[src/rtl/execute_unit_mc.sv]
// Execute stage: width-generic ALU with registered outputs, plus an iterative
// multiply/divide unit with HI/LO registers behind a valid/ready handshake.
module execute_unit_mc #(
    parameter int unsigned WIDTH     = 32,
    parameter int unsigned SHAMT_W   = 5,
    parameter int unsigned MULDIV_EN = 1
) (
    input  logic               clk,
    input  logic               rst,
    input  logic               in_valid,
    output logic               in_ready,
    input  logic [WIDTH-1:0]   alu_read_data_1,
    input  logic [WIDTH-1:0]   alu_read_data_2,
    input  logic [WIDTH-1:0]   immediate,
    input  logic [SHAMT_W-1:0] shamt,
    input  logic [5:0]         funct,
    input  logic [2:0]         alu_op,
    input  logic               alu_src,
    output logic               out_valid,
    output logic [WIDTH-1:0]   alu_result,
    output logic               zero,
    output logic               overflow,
    output logic               busy
);

    localparam int unsigned CNT_W = $clog2(WIDTH);
    localparam bit          MD_ON = (MULDIV_EN != 0);

    localparam logic [1:0] IDLE   = 2'd0;
    localparam logic [1:0] MULDIV = 2'd1;
    localparam logic [1:0] DONE   = 2'd2;

    localparam logic [5:0] F_SLL   = 6'b000000;
    localparam logic [5:0] F_SRL   = 6'b000010;
    localparam logic [5:0] F_SRA   = 6'b000011;
    localparam logic [5:0] F_MFHI  = 6'b010000;
    localparam logic [5:0] F_MFLO  = 6'b010010;
    localparam logic [5:0] F_MULT  = 6'b011000;
    localparam logic [5:0] F_MULTU = 6'b011001;
    localparam logic [5:0] F_DIV   = 6'b011010;
    localparam logic [5:0] F_DIVU  = 6'b011011;
    localparam logic [5:0] F_ADD   = 6'b100000;
    localparam logic [5:0] F_ADDU  = 6'b100001;
    localparam logic [5:0] F_SUB   = 6'b100010;
    localparam logic [5:0] F_SUBU  = 6'b100011;
    localparam logic [5:0] F_AND   = 6'b100100;
    localparam logic [5:0] F_OR    = 6'b100101;
    localparam logic [5:0] F_XOR   = 6'b100110;
    localparam logic [5:0] F_NOR   = 6'b100111;
    localparam logic [5:0] F_SLT   = 6'b101010;
    localparam logic [5:0] F_SLTU  = 6'b101011;

    logic [1:0]       state_q, state_d;
    logic [CNT_W-1:0] cnt_q;
    logic             accept;

    logic [WIDTH-1:0] op_a, op_b;
    logic [WIDTH-1:0] sum_ab, dif_ab;
    logic             ovf_add, ovf_sub, lt_s, lt_u;
    logic [WIDTH-1:0] res_alu;
    logic             ovf_alu;
    logic             md_start, md_div, md_sgn;
    logic             sgn_a, sgn_b;
    logic [WIDTH-1:0] mag_a, mag_b;

    // Mult/div datapath: md_a holds multiplicand or divisor, md_hi the partial
    // product high half or remainder, md_lo the multiplier or quotient.
    logic [WIDTH-1:0] md_a_q, md_hi_q, md_lo_q;
    logic             md_div_q, neg_lo_q, neg_hi_q;
    logic [WIDTH:0]   mul_sum, div_rs, div_df;
    logic             div_ok;
    logic [WIDTH-1:0] step_hi, step_lo;
    logic [2*WIDTH-1:0] prod_raw, prod_fix;
    logic [WIDTH-1:0] quo_fix, rem_fix, fin_hi, fin_lo;
    logic             md_fire, alu_fire;

    logic [WIDTH-1:0] hi_q, lo_q;
    logic [WIDTH-1:0] result_q;
    logic             zero_q, ovf_q, valid_q;

    assign in_ready = (state_q != MULDIV);
    assign busy     = (state_q == MULDIV);
    assign accept   = in_valid && in_ready;

    // R-type always takes rt; otherwise alu_src selects the immediate.
    assign op_a = alu_read_data_1;
    assign op_b = (alu_op == 3'b010 || !alu_src) ? alu_read_data_2 : immediate;

    assign sum_ab  = op_a + op_b;
    assign dif_ab  = op_a - op_b;
    assign ovf_add = (op_a[WIDTH-1] == op_b[WIDTH-1]) && (sum_ab[WIDTH-1] != op_a[WIDTH-1]);
    assign ovf_sub = (op_a[WIDTH-1] != op_b[WIDTH-1]) && (dif_ab[WIDTH-1] != op_a[WIDTH-1]);
    assign lt_s    = $signed(op_a) < $signed(op_b);
    assign lt_u    = op_a < op_b;

    // Decode alu_op/funct into a single-cycle result or a mult/div launch.
    always_comb begin
        res_alu  = '0;
        ovf_alu  = 1'b0;
        md_start = 1'b0;
        md_div   = 1'b0;
        md_sgn   = 1'b0;
        unique case (alu_op)
            3'b000: res_alu = sum_ab;
            3'b001: res_alu = dif_ab;
            3'b010: begin
                case (funct)
                    F_ADD:   begin res_alu = sum_ab; ovf_alu = ovf_add; end
                    F_ADDU:  res_alu = sum_ab;
                    F_SUB:   begin res_alu = dif_ab; ovf_alu = ovf_sub; end
                    F_SUBU:  res_alu = dif_ab;
                    F_AND:   res_alu = op_a & op_b;
                    F_OR:    res_alu = op_a | op_b;
                    F_XOR:   res_alu = op_a ^ op_b;
                    F_NOR:   res_alu = ~(op_a | op_b);
                    F_SLT:   res_alu = {{(WIDTH-1){1'b0}}, lt_s};
                    F_SLTU:  res_alu = {{(WIDTH-1){1'b0}}, lt_u};
                    F_SLL:   res_alu = alu_read_data_2 << shamt;
                    F_SRL:   res_alu = alu_read_data_2 >> shamt;
                    F_SRA:   res_alu = $signed(alu_read_data_2) >>> shamt;
                    F_MULT:  begin md_start = MD_ON; md_sgn = 1'b1; end
                    F_MULTU: md_start = MD_ON;
                    F_DIV:   begin md_start = MD_ON; md_div = 1'b1; md_sgn = 1'b1; end
                    F_DIVU:  begin md_start = MD_ON; md_div = 1'b1; end
                    F_MFHI:  res_alu = MD_ON ? hi_q : '0;
                    F_MFLO:  res_alu = MD_ON ? lo_q : '0;
                    default: res_alu = '0;
                endcase
            end
            3'b011: res_alu = op_a & op_b;
            3'b100: res_alu = op_a | op_b;
            3'b101: res_alu = {{(WIDTH-1){1'b0}}, lt_s};
            3'b110: res_alu = op_b << (WIDTH / 2);
            3'b111: res_alu = '0;
        endcase
    end

    // Signed ops run on magnitudes; the sign is restored at the last step.
    assign sgn_a = md_sgn & op_a[WIDTH-1];
    assign sgn_b = md_sgn & op_b[WIDTH-1];
    assign mag_a = sgn_a ? -op_a : op_a;
    assign mag_b = sgn_b ? -op_b : op_b;

    // One shift-add or restoring shift-subtract step on the current registers.
    always_comb begin
        mul_sum = {1'b0, md_hi_q} + (md_lo_q[0] ? {1'b0, md_a_q} : '0);
        div_rs  = {md_hi_q, md_lo_q[WIDTH-1]};
        div_df  = div_rs - {1'b0, md_a_q};
        div_ok  = !div_df[WIDTH];
        if (md_div_q) begin
            step_hi = div_ok ? div_df[WIDTH-1:0] : div_rs[WIDTH-1:0];
            step_lo = {md_lo_q[WIDTH-2:0], div_ok};
        end else begin
            step_hi = mul_sum[WIDTH:1];
            step_lo = {mul_sum[0], md_lo_q[WIDTH-1:1]};
        end
    end

    // Sign correction applied to the final step's outcome.
    always_comb begin
        prod_raw = {step_hi, step_lo};
        prod_fix = neg_lo_q ? -prod_raw : prod_raw;
        quo_fix  = neg_lo_q ? -step_lo : step_lo;
        rem_fix  = neg_hi_q ? -step_hi : step_hi;
        fin_hi   = md_div_q ? rem_fix : prod_fix[2*WIDTH-1:WIDTH];
        fin_lo   = md_div_q ? quo_fix : prod_fix[WIDTH-1:0];
    end

    assign md_fire  = (state_q == MULDIV) && (cnt_q == '0);
    assign alu_fire = accept && !md_start;

    // FSM next state: IDLE/DONE accept, MULDIV runs until the counter expires.
    always_comb begin
        state_d = state_q;
        unique case (state_q)
            IDLE, DONE: state_d = (accept && md_start) ? MULDIV : IDLE;
            MULDIV:     state_d = (cnt_q == '0) ? DONE : MULDIV;
            default:    state_d = IDLE;
        endcase
    end

    // State register.
    always_ff @(posedge clk or posedge rst) begin
        if (rst) begin
            state_q <= IDLE;
        end else begin
            state_q <= state_d;
        end
    end

    // Mult/div operand capture and iteration. Divide by zero leaves the
    // quotient unsigned (all ones) so only the remainder takes the dividend sign.
    always_ff @(posedge clk or posedge rst) begin
        if (rst) begin
            md_a_q   <= '0;
            md_hi_q  <= '0;
            md_lo_q  <= '0;
            md_div_q <= 1'b0;
            neg_lo_q <= 1'b0;
            neg_hi_q <= 1'b0;
            cnt_q    <= '0;
        end else if (accept && md_start) begin
            md_div_q <= md_div;
            md_hi_q  <= '0;
            cnt_q    <= CNT_W'(WIDTH - 1);
            if (md_div) begin
                md_a_q   <= mag_b;
                md_lo_q  <= mag_a;
                neg_lo_q <= (sgn_a ^ sgn_b) && (op_b != '0);
                neg_hi_q <= sgn_a;
            end else begin
                md_a_q   <= mag_a;
                md_lo_q  <= mag_b;
                neg_lo_q <= sgn_a ^ sgn_b;
                neg_hi_q <= sgn_a ^ sgn_b;
            end
        end else if (state_q == MULDIV) begin
            md_hi_q <= step_hi;
            md_lo_q <= step_lo;
            cnt_q   <= cnt_q - CNT_W'(1);
        end
    end

    // HI/LO architectural registers, written on the final iteration.
    always_ff @(posedge clk or posedge rst) begin
        if (rst) begin
            hi_q <= '0;
            lo_q <= '0;
        end else if (md_fire) begin
            hi_q <= fin_hi;
            lo_q <= fin_lo;
        end
    end

    // Registered result/flags; held until another op completes.
    always_ff @(posedge clk or posedge rst) begin
        if (rst) begin
            result_q <= '0;
            zero_q   <= 1'b0;
            ovf_q    <= 1'b0;
            valid_q  <= 1'b0;
        end else if (alu_fire) begin
            result_q <= res_alu;
            zero_q   <= (res_alu == '0);
            ovf_q    <= ovf_alu;
            valid_q  <= 1'b1;
        end else if (md_fire) begin
            result_q <= fin_lo;
            zero_q   <= (fin_lo == '0);
            ovf_q    <= 1'b0;
            valid_q  <= 1'b1;
        end else begin
            valid_q  <= 1'b0;
        end
    end

    assign alu_result = result_q;
    assign zero       = zero_q;
    assign overflow   = ovf_q;
    assign out_valid  = valid_q;

endmodule
[config.mk]
export PLATFORM = sky130hd
export DESIGN_NAME = execute_unit_mc
export DESIGN_NICKNAME = d
export VERILOG_FILES = /design/src/rtl/execute_unit_mc.sv
export SDC_FILE = /design/constraint.sdc
export NUM_CORES = 2
export LEC_CHECK = 0
export CORE_AREA = 4 4 258 260
export DETAILED_ROUTE_END_ITERATION = 7
export DIE_AREA = 0 0 262 264
export GPL_TIMING_DRIVEN = 0
export REMOVE_ABC_BUFFERS = 1
export SYNTH_ARGS = -nofsm -noshare
export SYNTH_HDL_FRONTEND = slang
export SYNTH_SLANG_ARGS = --single-unit
[constraint.sdc]
create_clock -name clk -period 17.62 [get_ports clk]
set_clock_uncertainty 0.2 [all_clocks]
set_input_delay 1.762 -clock clk [delete_from_list [all_inputs] [get_ports clk]]
set_output_delay 1.762 -clock clk [all_outputs]
set_load 0.03 [all_outputs]
==> After elaboration in Yosys (flattened, before gate mapping) <==
Cells that the tools add are included.
{ "op_classes": {"reduce_logical": 26, "shifts": 3, "eq_ne": 32, "n_lt_le_gt_ge": 2, "bitwise": 7, "add_sub_neg": 10, "n_mux": 43} }
{ "op_table": {"columns": ["op", "n"], "rows": [
  ["two-way mux 32 bit", 19],
  ["one-hot mux 32 bit (13 select lines)", 1],
  ["one-hot mux 32 bit (8 select lines)", 1],
  ["negator 32 bit", 4],
  ["logical NOT 32 bit", 2],
  ["less-than comparator 32 bit", 2],
  ["two-way mux 64 bit", 1],
  ["negator 64 bit", 1],
  ["equality test 6 bit, second input constant", 10],
  ["equality test 6 x 5 -> 1 bit, second input constant", 6],
  ["adder 32 x 32 -> 33 bit", 1],
  ["subtractor 33 x 32 -> 33 bit", 1],
  ["adder 32 bit", 1],
  ["bitwise AND 32 bit", 1],
  ["NOT 32 bit", 1],
  ["OR 32 bit", 1],
  ["nonzero test 32 bit", 1],
  ["<< shifter 32 x 5 -> 32 bit", 1],
  [">> shifter 32 x 5 -> 32 bit", 1],
  [">>> shifter 32 x 5 -> 32 bit", 1],
  ["subtractor 32 bit", 1],
  ["XOR 32 bit", 1],
  ["two-way mux 1 bit", 16],
  ["equality test 3 bit, second input constant", 4],
  ["other kinds (25)", 44]
]} }
{ "word_totals": {"regBits": 205, "wordCells": 137, "output_inout_bits": 37, "inputBits": 114} }

==> Logic depth before layout (Yosys ltp) <==
{ "logic_depth": {"depth_word": 9, "ltp_mapped": 27, "depth_no_buf": 26} }

==> Least setup slack after synthesis <==
OpenSTA, ideal clock, no wires.
{ "synth_path": {"path_kind": "input to register", "startpoint": "input port alu_op[0]", "endpoint": "register zero_q (netlist: zero)", "required_ns": 17.333, "arrival_time_ns": 6.660, "setup_time_ns": 0.087, "stages": 27, "n_path_buf": 6, "path_slack_ns": 10.673, "cell_sequence": "or3b_4 buf_6 buf_6 buf_6 buf_6 buf_2 nand3_1 and2_1 clkbuf_1 inv_1 ha_1 inv_1 fa_1 nor2b_1 o31a_1 o211a_1 or2_2 a21oi_1 nor2_1 o311a_1 a2111o_1 nor4_1 nor4bb_1 nand4b_1 nor4_2 nand4_1 o211ai_1"} }
{ "synth_via": {"elab_chain_len": 9, "word_cells_on_any_way": 26, "cone_classes": "add/sub: 2; order compare: 2; eq/ne: 7; mux: 5; bitwise: 4; reduce/logical: 6"} }
{ "synth_lines": {"columns": ["item", "line", "text"], "rows": [
  ["start, declared", "17", "input logic [2:0] alu_op,"],
  ["parallel branches: the longest is 9 deep, another holds subtractor 32 bit", null, null],
  ["end signal, assigned", "244", "zero_q <= (res_alu == '0);"],
  ["end signal, assigned", "249", "zero_q <= (fin_lo == '0);"],
  ["end, declared", "79", "logic zero_q, ovf_q, valid_q;"]
]} }
Parallel ways; which one is timed is not known.
A chain may end at the register's enable or synchronous reset.

==> Final worst setup path <==
{ "layout_path": {"startpoint": "input port alu_op[2]", "endpoint": "register zero_q (netlist: zero)"} }
The elaborated chain is that of the path after synthesis.

==> flow_summary.toml <==
[clock_network]
cts_tree = "yes"
hold_buffers = 0
cts_buffer_depth = 3
clk_latency_ps = 530
cts-buffers-inserted = 22
cts_setup_buffers = 0
clk_pin_slew_ps = 70
root_buffer = "clkbuf_16"
h-tree-depth = 1
cts_resized = 0
cts.sinks = 205

[global_route]
grt_pass1_wl_um = 195000
antenna_found_initial = 1
grt_usage_pct = 37.0
grt_pass1_vias = 29000
grt_start_max_net_pins = 118
gr-total-overflow = 0

[sta]
setup_violations = 0
max_freq_mhz = 112
fin_crit_sh_pct = 50.6
worst_slack_ps = 8710
min_period_ps = 8910
drv_slew = 0
tightest_slew_ps = 1420
hold_violations = 0
slew-limit-headroom_pct = 5.17
rsz0062_at_grt = "false"
tns_ps = 0
holdWs_ps = 280

[yosys]
async_flop_share_pct = 100
yosys-top-cells-count = "nand2_1, nor2_1, o21ai_0, a21oi_1, clkbuf_1"
synthCells = 3860
avgSynthCellArea_um2 = 7.42
synth_area_leaders = "dfrtp_1, mux4_2, nand2_1"
ys_seq_area_share_pct = 17.9
synth_ff_type = "dfrtp_1"
synth_area_um2 = 28600
synth_seq_cells = 205
synth_cell_types = 110
yosysTopAreaCell = "dfrtp_1"
synth_top_area_share_pct = 17.9
synth_edf_count = 0
yosys.cell_count.top_type = "nand2_1"
synth_warnings = 0

[floorplan]
num_rows = 93
design.core.area_um2 = 64100
start_util_pct = 44.7
dieArea_um2 = 69200
ios = 151
die_h_um = 264
die_x_um = 262

[detailed_routing]
dr.pass1.iters = 7
wl_per_cell_um = 28.9
drc = 0
drt_wl_total_um = 134000
vias_per_cell = 6.74
ant_nets = 0
drt_iter0_drc = 3451
num_vias = 31200

[pwr]
p_sw_share_pct = 48.3
p_leak_uw = 0.0124
p_int_uw = 1480
power.density_nw_per_um2 = 90.9
pwr-share-clk_pct = 17.6
p_sw_uw = 1380
vdd_drop_max_mv = 0.0631
sequentialPowerShare_pct = 21.2
power_frac_comb_pct = 61.1

[critical_path]
r2r_start = "md_lo_q[31]"
critical_path.max_fanout = 48
r2r_end = "zero"
worst_ep_required_time_ps = 17860
endpoint_kind = "flip-flop"
start_kind = "input pin"
crit_start = "alu_op[2]"
rrSetupSlack_ps = 9400
ff2ff_path_depth = 27
arrival_ps = 9150
worstSetupPathType = "in2reg"

[cells_and_area]
final_layout_size_suffix_gt1_share_pct = 8.06
syn_to_final_growth_pct = 9.86
design_area_um2 = 31500
nFillCells = 6470
fin_util_pct = 49.1
nets = 3990

[hold_path]
min_path_type = "reg2reg"
min_path_cells = 1
min_from = "lo_q[17]"
min_to = "lo_q[17]"

[place]
dp_slack_ps = 8600
hpwl_um = 104000
gp_congestion = 1.06
place_area_um2 = 30700
portBuffers = 150

[flow_run]
cap_violations = 0

[outcome]
status = "finished, final reports clean"
-- power by group through the flow --
stage | sequential, µW | clock, µW | combinational, µW
CTS | 606 | 512 | 1710
global route | 616 | 528 | 1890
finish | 608 | 504 | 1750
detailed placement | 614 | 0 | 1700
floorplan | 608 | 0 | 1160
global placement | 617 | 0 | 1690
-- state kept, by name (all words and copies together) (netlist names) --
signal      count
overflow        1
out_valid       1
md_lo_q        32
md_div_q        1
md_a_q         32
hi_q           32
state_q         2
lo_q           32
md_hi_q        32
alu_result     32
cnt_q           5
neg_hi_q        1
neg_lo_q        1
zero            1
-- metal layers --
metal | share of wire (%) | GRT usage (%) | wire length (µm) | vias up
met5 | 0.0097 | 0 | 13 | -
met4 | 6.3 | 18.2 | 8370 | 2
met3 | 8.9 | 4.51 | 11900 | 323
li1 | - | - | - | 14100
met2 | 45 | 58.6 | 59800 | 1792
met1 | 40 | 50.1 | 53500 | 15000
-- stage by stage --
| step | instances | power (µW) |
|---|---|---|
| 2_1_floorplan | 3549 | 1770 |
| 3_3_place_gp | 4554 | 2310 |
| 3_5_place_dp | 4587 | 2310 |
| 4_1_cts | 4626 | 2830 |
| 5_1_grt | 4628 | 3030 |
| 6_report | 4629 | 2860 |
-- layout make-up --
cell class / count / area [µm²] / share of cell area (%)
timing repair buffer: 185 / 2080 / 6.61
clock inverter: 11 / 141 / 0.449
multi-input combinational: 3200 / 21900 / 69.5
antenna: 1 / 2.50 / 0.00795
clock buffer: 28 / 614 / 1.95
tap: 855 / 1070 / 3.40
inverter: 144 / 548 / 1.74
sequential: 205 / 5130 / 16.3
-- worst max-delay path by stage --
stage	depth (start not counted)	endpoint	slack, ps
final	20	zero	8710
after CTS	20	zero	9140
after detailed placement	20	zero	8600
after global placement	7	md_lo_q[31]	3990
after global routing	20	zero	8750
after floorplan	7	alu_result[19]	9610
-- critical path, cell delays in order --
cell	delay, ps
buf_2	310
buf_12	290
or3b_4	770
nand2_1	630
a21oi_1	1030
inv_1	100
ha_1	400
nand3_1	100
nand4_1	320
or4_1	630
a221oi_1	480
o21ai_0	290
a21oi_1	190
o22ai_1	200
nor2_1	150
nor4bb_1	380
nand4b_1	280
nor4_2	340
nand4_1	190
o211ai_1	220
-- logic make-up (layout without fill, tap and decap cells) --
kind of cell | after synthesis | count (layout) | synth area share, %
compound gates | 1275 | 1275 | 29.7
xor+xnor | 238 | 238 | 7.28
fa+ha+maj | 118 | 118 | 5.23
buf+inv | 455 | 368 | 6.18
flops | 205 | 205 | 17.9
mux | 206 | 206 | 10.7
other cells | 0 | 1 | 0
simple gates | 1363 | 1363 | 23.0
-- placed cells by master, fill, tap and decap left out, types with 37 or more instances in the layout --
master           netlist  final
o22ai_1               37     37
o211ai_1              79     79
a21oi_1              286    285
clkdlybuf4s50_1        0    139
a31oi_1               57     57
nor3_1                78     76
dfrtp_1              205    204
and2_1                70     69
nor2b_1               40     39
nand3_1              143    142
a21o_1                72     72
mux4_2                77     77
nor2_1               355    349
mux2i_1               92     92
nand2_1              431    429
inv_1                138    135
xnor2_1              178    178
xor2_1                60     60
o21ai_0              300    299
ha_1                 115    115
a22oi_1               47     47
a211oi_1              47     46
Power figures use the tool's default switching activity.
